$ cat config.mk
export PLATFORM = sky130hd
export DESIGN_NAME = bcd_score_accumulator
export DESIGN_NICKNAME = d
export VERILOG_FILES = /design/src/rtl/bcd_score_accumulator_pkg.sv /design/src/rtl/bcd_score_accumulator_digit_adder.sv /design/src/rtl/bcd_score_accumulator.sv
export SDC_FILE = /design/constraint.sdc
export NUM_CORES = 1
export LEC_CHECK = 0
export ABC_AREA = 1
export CAP_MARGIN = 20
export CORE_UTILIZATION = 64
export CTS_CLUSTER_DIAMETER = 30
export DETAILED_ROUTE_END_ITERATION = 6
export DONT_BUFFER_PORTS = 1
export GPL_TIMING_DRIVEN = 0
export PLACE_DENSITY = 0.8
export SYNTH_ARGS = -nofsm -noshare
export SYNTH_HDL_FRONTEND = slang
export SYNTH_SLANG_ARGS = --single-unit
$ cat constraint.sdc
create_clock -name INPUTCLOCK -period 4.42 [get_ports INPUTCLOCK]
set_input_delay 0.884 -clock INPUTCLOCK [delete_from_list [all_inputs] [get_ports INPUTCLOCK]]
set_output_delay 0.884 -clock INPUTCLOCK [all_outputs]
set_load 0.02 [all_outputs]
$ cat src/rtl/bcd_score_accumulator_pkg.sv
// Shared constants for the BCD score accumulator.
//   - BCD digit width and the largest legal BCD digit
//   - FSM state encoding
//   - clamp applied to the per-hit base points
package bcd_score_accumulator_pkg;

    localparam int          BCD_W         = 4;
    localparam logic [3:0]  BCD_MAX_DIGIT = 4'd9;
    localparam logic [3:0]  POINTS_CLAMP  = 4'd9;

    typedef logic [BCD_W-1:0] bcd_digit_t;

    localparam logic [1:0] ST_IDLE   = 2'd0;
    localparam logic [1:0] ST_ADD    = 2'd1;
    localparam logic [1:0] ST_COMMIT = 2'd2;

    function automatic logic [3:0] clamp_points(input logic [3:0] p);
        return (p > POINTS_CLAMP) ? POINTS_CLAMP : p;
    endfunction

endpackage

$ cat src/rtl/bcd_score_accumulator_digit_adder.sv
// Single-digit packed-BCD adder: a + b + cin with decimal (+6) correction.
// Ports:
//   i_a, i_b  BCD digits (0..9)
//   i_cin     carry from the next lower digit
//   o_sum     corrected BCD sum digit
//   o_cout    decimal carry to the next higher digit
module bcd_digit_adder
    import bcd_score_accumulator_pkg::*;
(
    input  logic [BCD_W-1:0] i_a,
    input  logic [BCD_W-1:0] i_b,
    input  logic             i_cin,
    output logic [BCD_W-1:0] o_sum,
    output logic             o_cout
);

    logic [BCD_W:0] w_raw;
    logic [BCD_W:0] w_adj;

    always_comb begin
        w_raw = {1'b0, i_a} + {1'b0, i_b} + {{BCD_W{1'b0}}, i_cin};
        // Anything past 9 wraps into the next decade; +6 skips the six
        // unused binary codes so the low nibble lands on the right digit.
        if (w_raw > {1'b0, BCD_MAX_DIGIT}) begin
            w_adj  = w_raw + (BCD_W+1)'(6);
            o_cout = 1'b1;
        end else begin
            w_adj  = w_raw;
            o_cout = 1'b0;
        end
        o_sum = w_adj[BCD_W-1:0];
    end

endmodule

$ cat src/rtl/bcd_score_accumulator.sv
// N-digit packed-BCD score accumulator with hit-streak multiplier.
// A hit latches clamp(points) x multiplier as a 2-digit BCD addend and
// ripples it into a shadow copy of the score one digit per cycle through a
// single shared digit adder; the visible score is replaced only at COMMIT.
// Ports:
//   INPUTCLOCK  system clock (rising edge)
//   reset_n     asynchronous active-low reset
//   clear       synchronous clear, highest priority
//   hit, miss   one-cycle note events
//   points      base points for a hit (binary, clamped to 9)
//   ready       idle, a hit this cycle is accepted
//   score       packed BCD score, digit 0 in [3:0]
//   multiplier  current multiplier 1..MAX_MULT
//   streak      consecutive accepted hits, saturating
//   overflow    sticky, score saturated at all 9s
//   lost_hit    sticky, hit arrived while busy
//
// state     | meaning
// ----------+-----------------------------------------------
// ST_IDLE   | waiting for a hit, ready=1
// ST_ADD    | adding one BCD digit per cycle into the shadow
// ST_COMMIT | publish shadow (or all 9s on final carry)
module bcd_score_accumulator
    import bcd_score_accumulator_pkg::*;
#(
    parameter int DIGITS     = 4,
    parameter int COMBO_STEP = 8,
    parameter int MAX_MULT   = 4,
    parameter int STREAK_W   = 8
) (
    input  logic                    INPUTCLOCK,
    input  logic                    reset_n,
    input  logic                    clear,
    input  logic                    hit,
    input  logic                    miss,
    input  logic [3:0]              points,
    output logic                    ready,
    output logic [BCD_W*DIGITS-1:0] score,
    output logic [3:0]              multiplier,
    output logic [STREAK_W-1:0]     streak,
    output logic                    overflow,
    output logic                    lost_hit
);

    localparam int                SW       = BCD_W * DIGITS;
    localparam int                IDX_W    = (DIGITS > 1) ? $clog2(DIGITS) : 1;
    localparam logic [IDX_W-1:0]  LAST_IDX = IDX_W'(DIGITS - 1);

    logic [1:0]          r_state;
    logic [IDX_W-1:0]    r_idx;
    logic [SW-1:0]       r_shadow;
    logic                r_carry;
    logic [BCD_W-1:0]    r_add_lo;
    logic [BCD_W-1:0]    r_add_hi;
    logic [SW-1:0]       r_score;
    logic [STREAK_W-1:0] r_streak;
    logic [3:0]          r_mult;
    logic                r_overflow;
    logic                r_lost;

    logic                w_idle;
    logic                w_accept;
    logic                w_lost;
    logic [STREAK_W-1:0] w_streak_next;
    logic [31:0]         w_q;
    logic [3:0]          w_mult_next;
    logic [3:0]          w_pts;
    logic [7:0]          w_addend;
    logic [BCD_W-1:0]    w_add_lo;
    logic [BCD_W-1:0]    w_add_hi;
    logic [BCD_W-1:0]    w_sh_digit;
    logic [BCD_W-1:0]    w_ad_digit;
    logic [BCD_W-1:0]    w_sum;
    logic                w_cout;

    // A simultaneous miss wins over hit: no points and no lost_hit.
    assign w_idle   = (r_state == ST_IDLE);
    assign w_accept = hit & ~miss & w_idle;
    assign w_lost   = hit & ~miss & ~w_idle;

    always_comb begin
        if (miss)
            w_streak_next = '0;
        else if (w_accept)
            w_streak_next = (&r_streak) ? r_streak : r_streak + STREAK_W'(1);
        else
            w_streak_next = r_streak;
    end

    // Multiplier is derived from the next streak so both update together.
    always_comb begin
        w_q = 32'(w_streak_next) / 32'(COMBO_STEP);
        if (w_q >= 32'(MAX_MULT - 1))
            w_mult_next = 4'(MAX_MULT);
        else
            w_mult_next = 4'(w_q + 32'd1);
    end

    // Addend uses the multiplier as it stood when the hit arrived (<= 81).
    always_comb begin
        w_pts    = clamp_points(points);
        w_addend = 8'(w_pts) * 8'(r_mult);
        w_add_lo = 4'(w_addend % 8'd10);
        w_add_hi = 4'(w_addend / 8'd10);
    end

    always_comb begin
        w_sh_digit = '0;
        for (int d = 0; d < DIGITS; d++) begin
            if (r_idx == IDX_W'(d))
                w_sh_digit = r_shadow[d*BCD_W +: BCD_W];
        end
        if (r_idx == '0)
            w_ad_digit = r_add_lo;
        else if (r_idx == IDX_W'(1))
            w_ad_digit = r_add_hi;
        else
            w_ad_digit = '0;
    end

    bcd_digit_adder u_digit_adder (
        .i_a    (w_sh_digit),
        .i_b    (w_ad_digit),
        .i_cin  (r_carry),
        .o_sum  (w_sum),
        .o_cout (w_cout)
    );

    always_ff @(posedge INPUTCLOCK or negedge reset_n) begin
        if (!reset_n) begin
            r_state    <= ST_IDLE;
            r_idx      <= '0;
            r_shadow   <= '0;
            r_carry    <= 1'b0;
            r_add_lo   <= '0;
            r_add_hi   <= '0;
            r_score    <= '0;
            r_streak   <= '0;
            r_mult     <= 4'd1;
            r_overflow <= 1'b0;
            r_lost     <= 1'b0;
        end else if (clear) begin
            r_state    <= ST_IDLE;
            r_idx      <= '0;
            r_shadow   <= '0;
            r_carry    <= 1'b0;
            r_add_lo   <= '0;
            r_add_hi   <= '0;
            r_score    <= '0;
            r_streak   <= '0;
            r_mult     <= 4'd1;
            r_overflow <= 1'b0;
            r_lost     <= 1'b0;
        end else begin
            r_streak <= w_streak_next;
            r_mult   <= w_mult_next;
            if (w_lost)
                r_lost <= 1'b1;

            case (r_state)
                ST_IDLE: begin
                    if (w_accept) begin
                        r_shadow <= r_score;
                        r_idx    <= '0;
                        r_carry  <= 1'b0;
                        r_add_lo <= w_add_lo;
                        r_add_hi <= w_add_hi;
                        r_state  <= ST_ADD;
                    end
                end
                ST_ADD: begin
                    for (int d = 0; d < DIGITS; d++) begin
                        if (r_idx == IDX_W'(d))
                            r_shadow[d*BCD_W +: BCD_W] <= w_sum;
                    end
                    r_carry <= w_cout;
                    r_idx   <= r_idx + IDX_W'(1);
                    if (r_idx == LAST_IDX)
                        r_state <= ST_COMMIT;
                end
                ST_COMMIT: begin
                    // Carry out of the top digit means the score saturates.
                    if (r_carry) begin
                        r_score    <= {DIGITS{BCD_MAX_DIGIT}};
                        r_overflow <= 1'b1;
                    end else begin
                        r_score <= r_shadow;
                    end
                    r_state <= ST_IDLE;
                end
                default: r_state <= ST_IDLE;
            endcase
        end
    end

    assign ready      = w_idle;
    assign score      = r_score;
    assign multiplier = r_mult;
    assign streak     = r_streak;
    assign overflow   = r_overflow;
    assign lost_hit   = r_lost;

endmodule
Word level (Yosys, flattened, before mapping)
Cells that the tools add are included.
- $add $sub $neg: 6
- multipliers: 1
- div/mod/pow operators: 2
- $lt $le $gt $ge: 3
- equality and inequality tests: 11
- mux-type cells: 46
- bitwise operators: 5
- reduce and logical (&&, ||, !) cells: 19
- operators with widths (kind ; number):
    2-to-1 mux 16 bit ; 5
    2-to-1 mux 4 bit ; 20
    2-to-1 mux 8 bit ; 4
    case mux 16 bit (2 select lines) ; 1
    != test 3 bit, second input constant ; 5
    AND reduction 3 bit ; 4
    2-to-1 mux 2 bit ; 5
    AND reduction 2 bit ; 5
    nonzero test 2 bit ; 5
    adder 8 x 1 -> 8 bit, second input constant ; 1
    divider 8 x 4 -> 8 bit, second input constant ; 1
    remainder unit 8 x 4 -> 8 bit, second input constant ; 1
    multiplier 4 x 4 -> 8 bit ; 1
    2-to-1 mux 1 bit ; 8
    case mux 2 bit (2 select lines) ; 2
    AND reduction 8 bit ; 1
    equality test 2 bit, second input constant ; 3
    nonzero test 3 bit ; 2
    adder 4 x 4 -> 5 bit ; 1
    adder 5 x 1 -> 5 bit ; 1
    greater-or-equal comparator 5 x 2 -> 1 bit, second input constant ; 1
    > comparator 5 x 4 -> 1 bit, second input constant ; 1
    adder 4 x 1 -> 4 bit, second input constant ; 1
    adder 4 x 3 -> 4 bit, second input constant ; 1
    other kinds (8) ; 13
- register bits: 59
- input bits: 9
- output and inout bits: 31
- word-level logic and storage cells: 108

Longest topological paths before layout
- depth after elaboration: 12
- depth in mapped cells: 35
- gate-level depth less buffers: 35

Modules after synthesis
Synthesis repeated with hierarchy kept, for this count alone.
- cells, all modules: 530
- area, all modules: 3938.8 µm²
- by module, submodules not included (module ; instances ; cells an instance ; area an instance (µm²) ; seq. area each (µm²)):
    bcd_score_accumulator ; 1 ; 485 ; 3639.7 ; 1477.7
    bcd_digit_adder ; 1 ; 45 ; 299.0 ; 0.0

Worst setup path after synthesis
No wires, ideal clock.
- path kind: input port to flip-flop
- start: in points[2]
- end: reg r_add_lo[2]
- setup time: 0.116 ns
- data arrival time: 4.656 ns
- required time: 4.304 ns
- setup slack: -0.352 ns
- stages: 32
- path buffers: 0
- cells stage by stage: o21ai_0 -> inv_1 -> nor2_1 -> nor2_1 -> fa_1 -> fa_1 -> inv_1 -> fa_1 -> nand3b_1 -> nand3b_1 -> nand2_2 -> nor2_1 -> nand2_2 -> nand3_2 -> nand2_4 -> nand2_2 -> nand2_1 -> nand2_1 -> inv_2 -> nand2_4 -> nand2_4 -> nand2_1 -> nand3_2 -> nand2_2 -> nand2_2 -> nand2_2 -> nand2_1 -> a21o_1 -> nand2_1 -> inv_2 -> nand2_1 -> nand2_1
- cells in the longest elaborated chain, start to end: 7
- RTL lines (item ; line ; text):
    start, declared ; bcd_score_accumulator.sv:36 ; input logic [3:0] points,
    > comparator 4 bit ; bcd_score_accumulator_pkg.sv:18 ; return (p > POINTS_CLAMP) ? POINTS_CLAMP : p;
    2-to-1 mux 4 bit (*) ; bcd_score_accumulator_pkg.sv:18 ;
    multiplier 4 x 4 -> 8 bit (*) ; bcd_score_accumulator.sv:102 ; w_addend = 8'(w_pts) * 8'(r_mult);
    remainder unit 8 x 4 -> 8 bit (*) ; bcd_score_accumulator.sv:103 ; w_add_lo = 4'(w_addend % 8'd10);
    2-to-1 mux 4 bit (*) ; bcd_score_accumulator.sv:162 ; if (w_accept) begin
    2-to-1 mux 4 bit (*) ; bcd_score_accumulator.sv:160 ; case (r_state)
    2-to-1 mux 4 bit (*) ; bcd_score_accumulator.sv:142 ; end else if (clear) begin
    end signal, assigned ; bcd_score_accumulator.sv:166 ; r_add_lo <= w_add_lo;
    end, declared ; bcd_score_accumulator.sv:53 ; logic [BCD_W-1:0] r_add_lo;
Every way passes the cells marked *; elsewhere a longest branch is shown, timed or not. The select of a mux whose other input is x is not followed.
A chain may end at the register's enable or synchronous reset.

Worst setup path in the final report
- start: in points[1]
- end: reg r_add_lo[2]
Same word-level chain as after synthesis.

==> metrics <==
vias in the first global route=3557; setup TNS=-0.458 ns; most frequent cells in the layout=87 x inv_1, 78 x nand2_1, 58 x nor2_1, 58 x dfrtp_1, 42 x o21ai_0; Leakage=2.26 nW; area grow syn2layout=14.0%; Slew headroom=52.8%; capture point of the worst reg-to-reg path=r_add_lo[2]$_DFFE_PN0P_; unrepaired setup endpoints after global routing=true; maximum VDD drop=0.000221 V; synthesized netlist cell count=519; Fill cells=432; R2R depth=31; clk_lat worst skew=0.34 ns; initial antenna violation count=0; Detailed Place HPWL=6.76 mm; ant diodes=0; critical path's slowest cell=fa_1; Int Pwr=0.962 mW; DRT Pass-1 Iters=5; die width=80.5 um; DR iter-0 viols=218; Clk pin slew, worst setup/hold paths=0.07 ns; syn avg cell area=7.60 sq um; grt ovf=0; Max Slew Vio Count=0; Hold Buf Count CTS=0; CTS H-tree lvls=3; Net Count, Synth=557; Starting Density=66.7%; Logic pwr share=22.1%; CTS Sinks=59; Port Buffers=0; Sw Share=31.5%; clock root cell=clkbuf_8; DRT Wirelength=9.52 mm; die area=6480 sq um; skew final=0.00885 ns; FF+latch count, synth=59; Critical Path AT=4.79 ns; TritonCTS Buffers=9; element type at the critical path end=flip-flop; final worst path period share=103%; class of the worst hold path=primary input to async pin; largest net degree at the start of global routing=60; FF/Latch Area=1480 sq um; slowest stage delay, CP=0.54 ns; nets@finish=582; Clk pwr share=37.2%; vias per cell=5.85; TritonCTS clock tree=built; Clock Tree Buf Depth=2; Final setup viols=5; sequential fraction of the synthesis area=37.4%; Pwr per Cell Area=312 nW/um^2; core box area=5920 sq um; Max Cap Viol=0; Worst EP required=4.65 ns; chip height=80.5 um; failing checks=setup timing; Crit Path Max Fanout=5; fmax=219 MHz; Worst setup SP type=primary input; status=finished, violations left; first-pass GRT wire length=15.6 mm; routability cong.=0.924; area of the mapped netlist=3950 sq um; R2R Setup Slk=0.06 ns; count of final hold-check violations=0; CP endpoint=r_add_lo[2]$_DFFE_PN0P_; DRC=0; NetSw=0.442 mW; antenna-violating nets left=0; Flop pwr share=40.8%; Worst path most repeated cell=nand2_2; # IOs=40; count of cell types in the netlist=40; Layout Cells excl Fill=624; worst slew pin tran=0.705 ns; final core occ=76.0%; share of cells above drive strength 1=15.1%; commonest non-fill, non-tap cell in the layout=inv_1; drt wl/cell=15.3 um; Cells after DPL=594; CP startpoint=points[1]; multi-input logic area=2230 sq um; Setup CP Type=primary input to flip-flop; fin worst setup slack=-0.141 ns; GRT Util Overall=31.7%; Tmin final=4.56 ns; Synth Warn #=0; Via Count=3652; Worst R2R Start=multiplier[2]$_DFF_PN0_; FP Rows=28
[metal layers]
layer,up-vias,share of wire [%],track usage (%)
li1,1748,-,-
met1,1751,43,40.3
met2,134,48,51.2
met3,19,6.7,8.07
met4,0,2.1,13.0
met5,-,0,0
[state kept, by name (all words and copies together), names as in the netlist]
| register | cells |
|---|---|
| r_shadow | 16 |
| score | 16 |
| streak | 8 |
| multiplier | 4 |
| r_add_hi | 4 |
| r_add_lo | 4 |
| r_idx | 2 |
| r_state | 2 |
| lost_hit | 1 |
| overflow | 1 |
| r_carry | 1 |
[power groups by stage]
stage	Combinational, mW	Sequential (mW)	Clock, mW
after floorplan	0.205	0.579	0
after global placement	0.246	0.581	0
after detailed placement	0.256	0.582	0
after CTS	0.278	0.572	0.524
after global routing	0.344	0.574	0.548
final	0.310	0.572	0.522
[kinds of logic (layout without fill, tap and decap cells)]
family	after synthesis	after routing	synth area share [%]
other	1	1	0.0950
and+or+nand+nor	230	230	27.0
DFF	59	59	37.4
AOI/OAI and AO/OA	95	95	14.7
buffers and inverters	102	132	9.70
adders and majority gates	29	29	10.3
xor gates and xnor gates	3	3	0.666
[per-stage QoR]
stage	setup slack [ns]	total power [mW]	hold WS, ns	cell area (sq um)
4_1_cts	-0.0171	1.37	0.230	4370
2_1_floorplan	-0.0460	0.784	0.449	3970
6_report	-0.141	1.40	0.240	4500
3_5_place_dp	-0.428	0.838	0.475	4060
5_1_grt	-0.361	1.47	0.222	4500
3_3_place_gp	-0.286	0.827	0.469	4060
[what timing repair did]
item | CTS | global route
gates resized for setup | 12 | 17
pin swaps | 12 | 16
setup buffers | 7 | 7
endpoints found under the setup margin | 2 | 5
[synth_stat cells]
cell type	count	area share (%)
a21o_1	1	0.19
a21oi_1	18	2.3
a21oi_4	2	0.82
a22o_1	1	0.22
a22oi_1	2	0.38
a31oi_1	2	0.32
buf_1	1	0.095
clkbuf_1	7	0.67
clkinv_1	1	0.095
conb_1	1	0.095
dfrtp_1	58	37
dfstp_2	1	0.67
fa_1	6	3.0
ha_1	23	7.3
inv_1	89	8.5
inv_2	4	0.38
nand2_1	88	8.4
nand2_2	10	1.6
nand2_4	5	1.4
nand3_1	40	5.1
nand3_2	7	1.8
nand3b_1	2	0.38
nand4_1	4	0.63
nand4_2	1	0.32
nor2_1	62	5.9
nor2_2	1	0.16
nor3_1	7	0.89
nor3b_1	1	0.19
nor4_1	1	0.16
o2111ai_1	1	0.22
o211ai_1	4	0.76
o21ai_0	44	5.6
o21ai_1	2	0.25
o221ai_1	1	0.22
o22ai_1	4	0.63
o31ai_1	1	0.19
o32ai_1	12	2.7
or2_1	1	0.16
xnor2_1	1	0.22
xor2_1	2	0.44
[worst max-delay path: cells and delay by family]
family | cells | cell delay [ns]
AO/OA/AOI/OAI | 1 | 0.17
adder cells (fa/ha/maj) | 3 | 1.36
AND/OR/NAND/NOR | 26 | 2.18
buffers and inverters | 3 | 0.17
[layout make-up]
class,instances,area share (%)
plain buffers,8,0.668
multi-input cells,358,49.5
well taps,75,2.09
clock inverters,5,1.34
repair buffers,14,2.34
clock buffers,11,3.37
flip-flops and latches,59,32.9
inverters,94,7.84
[how the worst min path moves through the flow]
stage,cells after the start,end,slack [ns],start
floorplan,2,r_add_lo[2]$_DFFE_PN0P_,0.45,r_add_lo[2]$_DFFE_PN0P_
global placement,2,r_add_lo[1]$_DFFE_PN0P_,0.47,r_add_lo[1]$_DFFE_PN0P_
detailed placement,2,r_add_lo[1]$_DFFE_PN0P_,0.47,r_add_lo[1]$_DFFE_PN0P_
CTS,0,r_shadow[7]$_DFFE_PN0P_,0.23,reset_n
global route,0,score[6]$_DFFE_PN0P_,0.22,reset_n
finish,0,r_add_hi[3]$_DFFE_PN0P_,0.24,reset_n
Note: power is estimated with default switching activity, not from simulation.
